File: src/rtl/game_flow_pkg.sv
// game_flow_pkg: shared state encoding and defaults
// for the game flow controller.
package game_flow_pkg;

  typedef enum logic [1:0] {
    ST_READY = 2'd0,
    ST_PLAY  = 2'd1,
    ST_PAUSE = 2'd2,
    ST_OVER  = 2'd3
  } state_e;

  localparam int unsigned START_CYCLES_DEF = 125_000_000;
  localparam int unsigned OVER_HOLD_DEF    = 250_000_000;
  localparam int unsigned CNT_W_DEF        = 30;

endpackage

File: src/rtl/game_flow_if.sv
// game_flow_if: button/request inputs and phase
// outputs of the game flow controller.
interface game_flow_if;

  logic       start_i;
  logic       pause_i;
  logic       over_i;
  logic       ready_o;
  logic       play_o;
  logic       pause_o;
  logic       over_o;
  logic [1:0] state_o;
  logic       clear_o;

  modport master (
    output start_i, pause_i, over_i,
    input  ready_o, play_o, pause_o,
    input  over_o, state_o, clear_o
  );

  modport slave (
    input  start_i, pause_i, over_i,
    output ready_o, play_o, pause_o,
    output over_o, state_o, clear_o
  );

endinterface

File: src/rtl/game_timer.sv
// game_timer: phase counter with sync clear and
// a terminal flag at LIMIT-1 (LIMIT=0: never).
module game_timer #(
  parameter int unsigned LIMIT = 10,
  parameter int unsigned CNT_W = 30
) (
  input  logic clk,
  input  logic rst_n,
  input  logic clr,
  input  logic en,
  output logic tc
);

  localparam logic [CNT_W-1:0] LAST =
    CNT_W'(LIMIT - 1);

  logic [CNT_W-1:0] cnt;

  // clear wins over enable; count otherwise holds
  always_ff @(posedge clk or negedge rst_n) begin
    if (!rst_n)
      cnt <= '0;
    else if (clr)
      cnt <= '0;
    else if (en)
      cnt <= cnt + CNT_W'(1);
  end

  assign tc = (LIMIT != 0) && (cnt == LAST);

endmodule

File: src/rtl/game_flow_ctrl.sv
// game_flow_ctrl: READY/PLAY/PAUSE/OVER sequencer.
// PAUSE exists only with GAME_FLOW_PAUSE_EN defined.
module game_flow_ctrl
  import game_flow_pkg::*;
#(
  parameter int unsigned START_CYCLES     = START_CYCLES_DEF,
  parameter int unsigned OVER_HOLD_CYCLES = OVER_HOLD_DEF,
  parameter int unsigned CNT_W            = CNT_W_DEF
) (
  input logic        clk,
  input logic        rst_n,
  game_flow_if.slave bus
);

  state_e state_q;
  state_e state_d;
  logic   start_q;
  logic   start_edge;
  logic   rdy_tc;
  logic   ovr_tc;
  logic   chg;

  // start history resets high so a held button is no edge
  always_ff @(posedge clk or negedge rst_n) begin
    if (!rst_n)
      start_q <= 1'b1;
    else
      start_q <= bus.start_i;
  end

  assign start_edge = bus.start_i & ~start_q;

`ifdef GAME_FLOW_PAUSE_EN
  logic pause_q;
  logic pause_edge;

  // pause history, same reset rule as start
  always_ff @(posedge clk or negedge rst_n) begin
    if (!rst_n)
      pause_q <= 1'b1;
    else
      pause_q <= bus.pause_i;
  end

  assign pause_edge = bus.pause_i & ~pause_q;
`endif

  // next-state selection; over_i outranks pause
  always_comb begin
    state_d = state_q;
    case (state_q)
      ST_READY:
        if (start_edge || rdy_tc)
          state_d = ST_PLAY;
      ST_PLAY:
        if (bus.over_i)
          state_d = ST_OVER;
`ifdef GAME_FLOW_PAUSE_EN
        else if (pause_edge)
          state_d = ST_PAUSE;
      ST_PAUSE:
        if (pause_edge)
          state_d = ST_PLAY;
`endif
      ST_OVER:
        if (start_edge || ovr_tc)
          state_d = ST_READY;
      default:
        state_d = ST_READY;
    endcase
  end

  assign chg = (state_d != state_q);

  // state, one-hot flags and clear pulse registers
  always_ff @(posedge clk or negedge rst_n) begin
    if (!rst_n) begin
      state_q     <= ST_READY;
      bus.ready_o <= 1'b1;
      bus.play_o  <= 1'b0;
      bus.pause_o <= 1'b0;
      bus.over_o  <= 1'b0;
      bus.clear_o <= 1'b0;
    end else begin
      state_q     <= state_d;
      bus.ready_o <= (state_d == ST_READY);
      bus.play_o  <= (state_d == ST_PLAY);
`ifdef GAME_FLOW_PAUSE_EN
      bus.pause_o <= (state_d == ST_PAUSE);
`else
      bus.pause_o <= 1'b0;
`endif
      bus.over_o  <= (state_d == ST_OVER);
      bus.clear_o <= (state_q == ST_OVER) &&
                     (state_d == ST_READY);
    end
  end

  assign bus.state_o = state_q;

  game_timer #(
    .LIMIT (START_CYCLES),
    .CNT_W (CNT_W)
  ) u_rdy_tmr (
    .clk   (clk),
    .rst_n (rst_n),
    .clr   (chg),
    .en    (state_q == ST_READY),
    .tc    (rdy_tc)
  );

  game_timer #(
    .LIMIT (OVER_HOLD_CYCLES),
    .CNT_W (CNT_W)
  ) u_ovr_tmr (
    .clk   (clk),
    .rst_n (rst_n),
    .clr   (chg),
    .en    ((state_q == ST_OVER) &&
            (OVER_HOLD_CYCLES != 0)),
    .tc    (ovr_tc)
  );

endmodule

File: src/flat_wrapper.sv
// flat-port wrapper written by rule: the top's interface ports become plain ports
module game_flow_ctrl_flat import game_flow_pkg::*;
#(
  parameter int unsigned START_CYCLES     = START_CYCLES_DEF,
  parameter int unsigned OVER_HOLD_CYCLES = OVER_HOLD_DEF,
  parameter int unsigned CNT_W            = CNT_W_DEF
)
  (clk, rst_n, bus_start_i, bus_pause_i, bus_over_i, bus_ready_o, bus_play_o, bus_pause_o, bus_over_o, bus_state_o, bus_clear_o);
  game_flow_if bus_i ();
  input logic clk;
  input logic rst_n;
  input wire logic [$bits(bus_i.start_i)-1:0] bus_start_i;
  input wire logic [$bits(bus_i.pause_i)-1:0] bus_pause_i;
  input wire logic [$bits(bus_i.over_i)-1:0] bus_over_i;
  output wire logic [$bits(bus_i.ready_o)-1:0] bus_ready_o;
  output wire logic [$bits(bus_i.play_o)-1:0] bus_play_o;
  output wire logic [$bits(bus_i.pause_o)-1:0] bus_pause_o;
  output wire logic [$bits(bus_i.over_o)-1:0] bus_over_o;
  output wire logic [$bits(bus_i.state_o)-1:0] bus_state_o;
  output wire logic [$bits(bus_i.clear_o)-1:0] bus_clear_o;
  assign bus_i.start_i = bus_start_i;
  assign bus_i.pause_i = bus_pause_i;
  assign bus_i.over_i = bus_over_i;
  assign bus_ready_o = bus_i.ready_o;
  assign bus_play_o = bus_i.play_o;
  assign bus_pause_o = bus_i.pause_o;
  assign bus_over_o = bus_i.over_o;
  assign bus_state_o = bus_i.state_o;
  assign bus_clear_o = bus_i.clear_o;
  game_flow_ctrl #(.START_CYCLES(START_CYCLES), .OVER_HOLD_CYCLES(OVER_HOLD_CYCLES), .CNT_W(CNT_W)) u_core (.clk(clk), .rst_n(rst_n), .bus(bus_i));
endmodule
File: config.mk
export PLATFORM = sky130hd
export DESIGN_NAME = game_flow_ctrl_flat
export DESIGN_NICKNAME = d
export VERILOG_FILES = /design/src/rtl/game_flow_pkg.sv /design/src/rtl/game_flow_if.sv /design/src/rtl/game_timer.sv /design/src/rtl/game_flow_ctrl.sv /design/src/flat_wrapper.sv
export SDC_FILE = /design/constraint.sdc
export NUM_CORES = 1
export LEC_CHECK = 0
export CAP_MARGIN = 20
export CORE_UTILIZATION = 60
export CTS_BUF_LIST = sky130_fd_sc_hd__clkbuf_8
export DETAILED_ROUTE_END_ITERATION = 7
export DONT_BUFFER_PORTS = 1
export PLACE_DENSITY = 0.79
export SLEW_MARGIN = 0
export SYNTH_ARGS = -nofsm -noshare
export SYNTH_HDL_FRONTEND = slang
export SYNTH_HIERARCHICAL = 1
export SYNTH_SLANG_ARGS = --single-unit
File: constraint.sdc
create_clock -name clk -period 2.85 [get_ports clk]
set_input_delay 0.855 -clock clk [delete_from_list [all_inputs] [get_ports clk]]
set_output_delay 0.855 -clock clk [all_outputs]
set_load 0.01 [all_outputs]
==> reports/results.tsv <==
stage	metric	value	unit
timing	min Tclk post-route	2.98	ns
clock_tree	CTS root buffer	clkbuf_8	
synthesis	Synth cell types	57	
clock_tree	TritonCTS clock tree	built	
detailed_routing	Via density	6.72	
floorplanning	die width	80.6	um
layout	share of cells above drive strength 1	29.4	%
layout	Finished Cell Area	4530	um^2
floorplanning	core area	5960	um^2
timing	Fin. Hold Viols	0	
synthesis	fraction of registers with async set/reset	100	%
place	GPL Wtd Cong	0.852	
power	P_leak	1.84	nW
synthesis	yosys warns	6	
detailed_routing	First-pass DRT Iterations	5	
synthesis	Post-Syn Nets	393	
synthesis	sequential share of the synthesized area	45.2	%
worst_setup_path	Setup crit end kind	flip-flop	
synthesis	share of the synthesized area in the top cell type	43.8	%
detailed_routing	WL final	9650	um
run_status	failing checks	negative setup slack	
worst_setup_path	Crit Path Class	reg -> reg	
clock_tree	number of H-tree levels	3	
grt	global route total overflow	0	
timing	final worst slack	-0.131	ns
place	input/output buffers	0	
floorplanning	Die Span Y	80.6	um
worst_setup_path	Cell Chain, Critical Path	or4_1, nor2_1, nand4_1, nor3_2, or3b_4, o2bb2ai_4, o211ai_1, or2_4, or4_1, a21oi_2	
timing	Worst Skew	0.00436	ns
floorplanning	Starting Density	62.3	%
worst_setup_path	Req. time, crit path	3.13	ns
synthesis	Syn Inst Count	386	
worst_setup_path	startpoint types	flip-flop	
clock_tree	cts hold-fix bufs	0	
floorplanning	Ports	12	
hold_path	Hold Path Class	in -> async	
power	Max VDD drop	0.000492	V
detailed_routing	Iter 0 DRT Violations	395	
grt	pin count of the biggest net entering global routing	68	
layout	ANT cells	0	
timing	RSZ-0062 raised after global routing	yes	
timing	Final setup violation count	26	
layout	area growth from synthesis to layout	22.0	%
timing	max frequency	0.335	GHz
place	hpwl dp	5820	um
timing	Max-slew headroom	51.2	%
clock_tree	CTS sink count	67	
grt	initial antenna violation count	0	
run_status	status	complete, but fails checks	
timing	Final Cycle Share	105	%
synthesis	Post-synth EDFFs	0	
clock_tree	Worst-Skew Late Latency	0.35	ns
floorplanning	Die Area	6500	um^2
place	Placed Area	4090	um^2
worst_setup_path	critical path arrival	3.26	ns
power	pwr/cell area	575	nW/um^2
detailed_routing	routed via count	3473	
synthesis	Syn Std Cell Area	3710	um^2
synthesis	Synth Flop Type	dfrtp_1	
timing	Slew Limit Fails	0	
place	pre-CTS setup slack	-0.123	ns
worst_setup_path	Critical Path Max Stage Delay	0.53	ns
flow_run	max-cap viol count	0	
detailed_routing	WL/cell	18.7	um
layout	fin nets	444	
clock_tree	cts bufs inserted	9	
clock_tree	CTS clk-pin slew, worst paths	0.07	ns
worst_setup_path	slowest stage cell, crit path	or4_1	
worst_setup_path	crit-path max FO	7	
grt	Total GRT Usage	29.8	%
grt	first-pass GRT wire length	14700	um
timing	Worst-Margin Slew	0.730	ns
synthesis	Synth area leader	dfrtp_1	
floorplanning	floorplan row count	28	
synthesis	#FFs+latches synth	67	
detailed_routing	DRC viols	0	
clock_tree	worst-case clock buffer depth	2	
detailed_routing	ANT nets after route	0	
synthesis	syn_area_per_cell	9.61	um^2
grt	vias in the first global route	3094	
layout	commonest non-fill, non-tap cell in the layout	dfrtp_1	
layout	commonest non-fill, non-tap cells in the layout	65 x dfrtp_1, 55 x buf_4, 31 x a21oi_1	
synthesis	top post-synthesis cells by area	dfrtp_1 44%, o31ai_1 5.7%, or4_1 5.3%	
worst_setup_path	cell mode on critical path	or4_1	
-- cell type report --
type / instances / area [um^2]
clock buffers: 12 / 165
clock inverters: 4 / 47.5
fillers: 382 / 1430
inverters: 8 / 30.0
multi-input cells: 293 / 2070
flip-flops and latches: 67 / 1680
well taps: 75 / 93.8
repair buffers: 58 / 440
-- sequential cells by signal (all words and copies together) (netlist names) --
name / cells
u_core/bus.clear_o: 1
u_core/bus.over_o: 1
u_core/bus.play_o: 1
u_core/bus.ready_o: 1
u_core/bus.state_o: 2
u_core/start_q: 1
u_core/u_ovr_tmr/cnt: 30
u_core/u_rdy_tmr/cnt: 30
-- synthesized netlist by cell type, drive strengths merged, types with 2 or more instances --
library cell,count
dfrtp,65
a21oi,36
nor2,29
or4,29
nand2,28
o31ai,28
nand4,24
nand3,18
clkbuf,11
xnor2,10
xor2,10
buf,9
nor3,9
inv,8
nor4,8
and3,7
and4,6
o21ai,6
or3,6
or2,4
nor2b,3
nor4b,3
o41ai,3
or4b,3
dfstp,2
ha,2
mux2,2
mux2i,2
o211ai,2
-- report_power, final --
part / total [mW] / internal [mW] / switching (mW)
sequential: 1.09 / 1.01 / 0.0833
clock: 0.837 / 0.472 / 0.365
combinational: 0.673 / 0.272 / 0.401
total: 2.60 / 1.75 / 0.849
-- stage by stage --
step | utilization (%) | cells | hold slack (ns) | power, mW | TNS [ns]
2_1_floorplan | - | 386 | 0.516 | 1.48 | -0.0114
3_3_place_gp | 68.6 | 490 | 0.538 | 1.65 | -0.478
3_5_place_dp | 68.6 | 490 | 0.545 | 1.67 | -1.26
4_1_cts | 73.0 | 511 | 0.178 | 2.51 | -1.48
5_1_grt | 76.0 | 517 | 0.168 | 2.71 | -4.11
6_report | 76.0 | 517 | 0.194 | 2.60 | -1.55
-- path summary, 6_finish.rpt --
check                                              start                  endpoint  slack [ns]  cells past startpoint
worst max-delay path            u_core/u_ovr_tmr/cnt[16]  u_core/u_rdy_tmr/cnt[25]       -0.13                     10
worst max register to register  u_core/u_ovr_tmr/cnt[16]  u_core/u_rdy_tmr/cnt[25]       -0.13                     10
worst min register to register  u_core/u_rdy_tmr/cnt[29]  u_core/u_rdy_tmr/cnt[29]        0.57                      2
worst min-delay path                               rst_n  u_core/u_rdy_tmr/cnt[18]        0.19                      0
max in group asynchronous                          rst_n            u_core/start_q        2.47                      0
min in group clk                             bus_start_i            u_core/start_q        0.50                      0
-- timing repair --
item | CTS | global route
gates cloned | 2 | 1
pin swaps | 14 | 20
buffers inserted | 3 | 5
gates resized for setup | 4 | 27
endpoints found under the setup margin | 26 | 38
-- cell families (layout without fill, tap and decap cells) --
kind of cell / count (synthesis) / after routing / share of synthesized area, %
AND/OR/NAND/NOR: 181 / 183 / 29.6
AO/OA/AOI/OAI: 83 / 83 / 14.5
flip-flops: 67 / 67 / 45.2
buffers and inverters: 28 / 82 / 3.94
XOR/XNOR: 20 / 20 / 4.72
multiplexers: 4 / 4 / 1.15
adder cells (fa/ha/maj): 2 / 2 / 0.674
other: 1 / 1 / 0.101
-- routing by layer --
| layer | part of all wire (%) | up-vias | track usage [%] |
|---|---|---|---|
| met5 | 0 | - | 0 |
| met4 | 1.5 | 0 | 9.11 |
| met3 | 8.1 | 24 | 8.52 |
| met2 | 47 | 182 | 44.1 |
| met1 | 44 | 1681 | 42.0 |
| li1 | - | 1586 | - |
-- worst max-delay path, delay by kind of cell (launching register included) --
| kind | cells | cell delay (ns) |
|---|---|---|
| AO/OA/AOI/OAI | 3 | 0.54 |
| AND/OR/NAND/NOR | 7 | 1.98 |
| flip-flops | 1 | 0.39 |
Note: power is estimated with default switching activity, not from simulation.
